$ cat src/rtl/mac_acc_stage.sv
// Accumulate stage behind the 8x8 multiplier: sums a window of 16-bit products
// into a saturating accumulator and hands the sum and an 8-bit requantised value downstream.
module mac_acc_stage #(
    parameter int ACC_W = 24,
    parameter int CNT_W = 8
) (
    input  logic             clk,
    input  logic             rst,
    input  logic             in_valid,
    output logic             in_ready,
    input  logic [15:0]      in_prod,
    input  logic             in_last,
    input  logic [3:0]       shift,
    output logic             out_valid,
    input  logic             out_ready,
    output logic [ACC_W-1:0] out_sum,
    output logic [7:0]       out_q,
    output logic [CNT_W-1:0] out_cnt,
    output logic             out_ovf
);

    // Handshakes: a beat or result moves on a rising edge where valid && ready are both high;
    // in_ready depends only on registers, and a producer must hold a beat until it is taken.
    typedef enum logic {ST_ACC, ST_DONE} state_t;

    state_t           r_state;
    state_t           w_state_nxt;

    logic [15:0]      r_p_q;
    logic             r_p_last;
    logic             r_p_v;
    logic [ACC_W-1:0] r_acc;
    logic [CNT_W-1:0] r_cnt;
    logic             r_ovf;

    logic             r_out_valid;
    logic [ACC_W-1:0] r_out_sum;
    logic [7:0]       r_out_q;
    logic [CNT_W-1:0] r_out_cnt;
    logic             r_out_ovf;

    logic             w_in_ready;
    logic             w_accept;
    logic             w_accum;
    logic             w_close;
    logic             w_release;
    logic [ACC_W:0]   w_sum_ext;
    logic             w_carry;
    logic [ACC_W-1:0] w_acc_sat;
    logic             w_ovf_nxt;
    logic [CNT_W-1:0] w_cnt_inc;
    logic [ACC_W-1:0] w_shifted;
    logic [7:0]       w_q;

    assign w_in_ready = (r_state == ST_ACC) && !(r_p_v && r_p_last);
    assign w_accept   = in_valid && w_in_ready;
    assign w_accum    = (r_state == ST_ACC) && r_p_v;
    assign w_close    = w_accum && r_p_last;
    assign w_release  = (r_state == ST_DONE) && out_ready;

    // One extra bit on the adder exposes the carry that triggers saturation.
    assign w_sum_ext  = {1'b0, r_acc} + {{(ACC_W - 15){1'b0}}, r_p_q};
    assign w_carry    = w_sum_ext[ACC_W];
    assign w_acc_sat  = w_carry ? {ACC_W{1'b1}} : w_sum_ext[ACC_W-1:0];
    assign w_ovf_nxt  = r_ovf | w_carry;
    assign w_cnt_inc  = (&r_cnt) ? r_cnt : r_cnt + CNT_W'(1);
    assign w_shifted  = w_acc_sat >> shift;
    assign w_q        = (|w_shifted[ACC_W-1:8]) ? 8'hFF : w_shifted[7:0];

    always_comb begin
        w_state_nxt = r_state;
        case (r_state)
            ST_ACC:  if (w_close)   w_state_nxt = ST_DONE;
            ST_DONE: if (w_release) w_state_nxt = ST_ACC;
            default: w_state_nxt = ST_ACC;
        endcase
    end

    always_ff @(posedge clk or posedge rst) begin
        if (rst) begin
            r_state <= ST_ACC;
        end else begin
            r_state <= w_state_nxt;
        end
    end

    always_ff @(posedge clk or posedge rst) begin
        if (rst) begin
            r_p_q    <= '0;
            r_p_last <= 1'b0;
            r_p_v    <= 1'b0;
        end else begin
            r_p_v <= w_accept;
            if (w_accept) begin
                r_p_q    <= in_prod;
                r_p_last <= in_last;
            end
        end
    end

    always_ff @(posedge clk or posedge rst) begin
        if (rst) begin
            r_acc <= '0;
            r_cnt <= '0;
            r_ovf <= 1'b0;
        end else if (w_accum) begin
            r_acc <= w_acc_sat;
            r_cnt <= w_cnt_inc;
            r_ovf <= w_ovf_nxt;
        end else if (w_release) begin
            r_acc <= '0;
            r_cnt <= '0;
            r_ovf <= 1'b0;
        end
    end

    // Result registers load only on DONE entry, so they hold through the handshake and after it.
    always_ff @(posedge clk or posedge rst) begin
        if (rst) begin
            r_out_valid <= 1'b0;
            r_out_sum   <= '0;
            r_out_q     <= '0;
            r_out_cnt   <= '0;
            r_out_ovf   <= 1'b0;
        end else if (w_close) begin
            r_out_valid <= 1'b1;
            r_out_sum   <= w_acc_sat;
            r_out_q     <= w_q;
            r_out_cnt   <= w_cnt_inc;
            r_out_ovf   <= w_ovf_nxt;
        end else if (w_release) begin
            r_out_valid <= 1'b0;
        end
    end

    assign in_ready  = w_in_ready;
    assign out_valid = r_out_valid;
    assign out_sum   = r_out_sum;
    assign out_q     = r_out_q;
    assign out_cnt   = r_out_cnt;
    assign out_ovf   = r_out_ovf;

endmodule
$ cat config.mk
export PLATFORM = sky130hd
export DESIGN_NAME = mac_acc_stage
export DESIGN_NICKNAME = d
export VERILOG_FILES = /design/src/rtl/mac_acc_stage.sv
export SDC_FILE = /design/constraint.sdc
export NUM_CORES = 1
export LEC_CHECK = 0
export CORE_MARGIN = 5
export CORE_UTILIZATION = 50
export CTS_BUF_LIST = sky130_fd_sc_hd__clkbuf_4 sky130_fd_sc_hd__clkbuf_8
export CTS_CLUSTER_DIAMETER = 120
export DETAILED_ROUTE_END_ITERATION = 6
export PLACE_DENSITY = 0.82
export SETUP_SLACK_MARGIN = 0.2
export SYNTH_ARGS = -nofsm -noshare
export SYNTH_HDL_FRONTEND = slang
export SYNTH_SLANG_ARGS = --single-unit
$ cat constraint.sdc
create_clock -name clk -period 3.42 [get_ports clk]
set_input_delay 0.684 -clock clk [delete_from_list [all_inputs] [get_ports clk]]
set_output_delay 0.684 -clock clk [all_outputs]
set_load 0.005 [all_outputs]
==> results.ini <==
[yosys]
netlist_area_mm2=0.00627
async_flop_share_pct=100
synth.area.top_cells=dfrtp_1 (37%), nand2_1 (4.8%), o21ai_0 (4.7%), mux2_2 (3.6%), nor2_1 (3.6%)
synth.largest_area_cell=dfrtp_1
yosysSeqAreaShare_pct=37.5
syn_area_per_cell_um2=8.76
ys.flop_type=dfrtp_1
ys_ff_latch=94
ys_warn_count=0
synth_edf_count=0
syn_nets=759
synth_top_area_share_pct=37.5
syn_inst=716
synth_cell_types=78

[clocking]
cts_sinks=94
cts_made_buffers=9
clk_pin_slew_ps=100
root_buffer=clkbuf_8
ctsHoldBuffers=0
cts_tree=built
cts_buffer_depth=2
clock_latency_ps=400
htreeDepth=3

[routing]
ant_nets=0
drtPass1Iterations=6
vias_per_cell=6.05
drtIter0Drc=586
post-route-drc-count=0
wl_per_cell_um=19.5
via_count=6354
wirelength_mm=20.4

[die]
start_util_pct=50.3
die_h_um=122
die_w_um=122
fp.dieArea_mm2=0.0149
rows=41
pin_count=68
coreArea_mm2=0.0125

[setup_path]
path_buf_inv=1
critPathArrivalTime_ps=3780
path_cells=ha_2, fa_2, a21o_1, a21o_1, a211o_1, o21ai_2, mux2i_2, and3_1, a211o_1, o211ai_1, nor4_4, buf_6, a31oi_1
crit_path_max_fanout=7
critPathLaunchType=register
cp_slowest_cell=dfrtp_1
worstPathRequired_ps=3690
crit_family=compound AO/OA/AOI/OAI gates
crit_type=reg2reg
end_kind=register
critPathMaxStageDelay_ps=410
ff2ff_setup_slack_ps=-90

[power_and_ir_drop]
pwr_density_cell_mw_per_mm2=1050
p_comb_share_pct=70.2
intPower_mw=4.93
seq_power_share_pct=20.7
netSwitchingPower_mw=3.98
ir_drop_mv=0.630
swShare_pct=44.6
leakage_nw=3.69
p_total_mw=8.91
pwr-share-clk_pct=9.1

[global_routing]
grt_pass1_wl_mm=33.2
grt_pass1_vias=6388
grt.total_usage_pct=28.3
grt_start_max_net_pins=68
grt-ovfl-total=0
antenna_found_initial=0

[timing]
max_freq_mhz=285
finalHoldViolations=0
fin_skew_ps=21.6
final.min_clock_period_ps=3510
setup_viol=7
worst_slew_pin_slew_ps=1130
rsz0062_at_grt=yes
max-slew-margin-rel_pct=24.5
finalCritPeriodShare_pct=103
fin_ws_ps=-94.3
maxSlewViolCount=0

[placed_design]
dp.cells=1020
port_buffers=67
place_hpwl_mm=15.2
gp_congestion=0.941

[cells_and_area]
antennaDiodeCount=0
final_cell_count_no_fill=1050
nNetsFinal=916
drive_gt1_share_pct=25.9
syn2layout_area_growth_pct=35.2
fin_util_pct=68.0

[min_path]
hp-class=reg2reg

[run_status]
violations=negative setup slack
status=complete, but fails checks

[run]
maxCapViolations=0

-- layer usage --
layer | vias to the layer above | track usage (%) | part of all wire, %
li1 | 2965 | - | -
met1 | 3083 | 37.8 | 44
met2 | 259 | 47.1 | 48
met3 | 47 | 4.41 | 5.9
met4 | 0 | 9.38 | 2.6
met5 | - | 0 | 0
-- flip-flops by register name (all words and copies together) (netlist names) --
| register | cells |
|---|---|
| r_p_v | 1 |
| out_ovf | 1 |
| r_ovf | 1 |
| r_acc | 24 |
| r_p_last | 1 |
| out_q | 8 |
| r_state | 1 |
| r_cnt | 8 |
| r_p_q | 16 |
| out_valid | 1 |
| out_cnt | 8 |
| out_sum | 24 |
-- Yosys cell counts, drive strengths merged (3+ instances only) --
master / count
a211o: 3
a211oi: 14
a21o: 20
a21oi: 45
a22o: 5
a22oi: 4
a2bb2oi: 4
a311o: 3
a31o: 3
a31oi: 22
and2: 9
and3: 18
and4: 3
buf: 14
clkbuf: 34
dfrtp: 94
ha: 17
inv: 8
mux2: 20
mux2i: 19
nand2: 81
nand2b: 10
nand3: 22
nand4: 9
nor2: 60
nor2b: 3
nor3: 6
nor3b: 4
nor4: 3
o211ai: 9
o21ai: 66
o221a: 3
o22ai: 6
o31ai: 4
o32ai: 5
or3: 5
xnor2: 13
xor2: 11
-- per-stage QoR --
step,area [µm²],setup WS (ps),TNS (ps),hold slack (ps)
6_report,8480,-94.3,-510,486
5_1_grt,8480,-243,-1760,526
3_3_place_gp,7880,-62.9,-362,461
2_1_floorplan,6320,141,0,453
4_1_cts,8340,-11.2,-14.2,492
3_5_place_dp,7880,-148,-952,469
-- worst register-to-register path: stages, from the launching register on --
cell and delay, ps:
dfrtp_1 410, ha_2 210, fa_2 340, a21o_1 230, a21o_1 240, a211o_1 340
o21ai_2 180, mux2i_2 320, and3_1 200, a211o_1 130, o211ai_1 200, nor4_4 320
buf_6 180, a31oi_1 100
-- power groups by stage --
stage / clock [mW] / combinational (mW) / sequential [mW]
2_1_floorplan: 0 / 3.12 / 1.78
3_3_place_gp: 0 / 5.54 / 1.79
3_5_place_dp: 0 / 5.64 / 1.83
4_1_cts: 0.825 / 6.01 / 1.82
5_1_grt: 0.868 / 6.77 / 1.90
6_report: 0.812 / 6.26 / 1.85
-- kinds of logic (layout without fill, tap and decap cells) --
| group | after synthesis | in the layout | synth area share [%] |
|---|---|---|---|
| AO/OA/AOI/OAI | 241 | 241 | 25.9 |
| XOR/XNOR | 24 | 24 | 3.35 |
| adder cells (fa/ha/maj) | 18 | 18 | 3.71 |
| buffers and inverters | 58 | 220 | 3.67 |
| flip-flops | 94 | 94 | 37.5 |
| multiplexers | 40 | 40 | 6.98 |
| AND/OR/NAND/NOR | 241 | 241 | 18.9 |
-- area by class of cell --
| type | count | area (µm²) |
|---|---|---|
| repair buffers | 194 | 1660 |
| well taps | 172 | 215 |
| inverters | 10 | 38.8 |
| flip-flops and latches | 94 | 2350 |
| clock inverters | 5 | 67.6 |
| fillers | 1028 | 3980 |
| clock buffers | 11 | 145 |
| multi-input cells | 564 | 4010 |
-- worst paths after layout --
kind,depth (start not counted),to,startpoint
max in group asynchronous,3,r_acc[5],rst
max,13,out_q[1],r_p_q[0]
min reg2reg,2,out_sum[14],out_sum[14]
max reg2reg,13,out_q[1],r_p_q[0]
min,2,out_sum[14],out_sum[14]
min in group asynchronous,2,r_acc[22],rst
-- timing repair --
| action | 4_1_cts | 5_1_grt |
|---|---|---|
| endpoints found under the hold margin | 0 | 0 |
| buffers inserted | 9 | 5 |
| pin swaps | 14 | 17 |
| gates resized for setup | 31 | 15 |
| endpoints found under the setup margin | 8 | 8 |
-- placed cells by master (no fill, tap or decap), drive strengths merged, types with 6 or more instances in the layout --
| master | Yosys | routed |
|---|---|---|
| buf | 14 | 127 |
| dfrtp | 94 | 94 |
| nand2 | 81 | 81 |
| clkdlybuf4s50 | 0 | 67 |
| o21ai | 66 | 66 |
| nor2 | 60 | 60 |
| a21oi | 45 | 45 |
| nand3 | 22 | 22 |
| a31oi | 22 | 22 |
| mux2 | 20 | 20 |
| a21o | 20 | 20 |
| mux2i | 19 | 19 |
| and3 | 18 | 18 |
| ha | 17 | 17 |
| a211oi | 14 | 14 |
| xnor2 | 13 | 13 |
| xor2 | 11 | 11 |
| clkbuf | 34 | 11 |
| nand2b | 10 | 10 |
| o211ai | 9 | 9 |
| and2 | 9 | 9 |
| nand4 | 9 | 9 |
| inv | 8 | 8 |
| nor3 | 6 | 6 |
| o22ai | 6 | 6 |
| clkinv | 2 | 6 |
(Power assumes the default switching activity.)
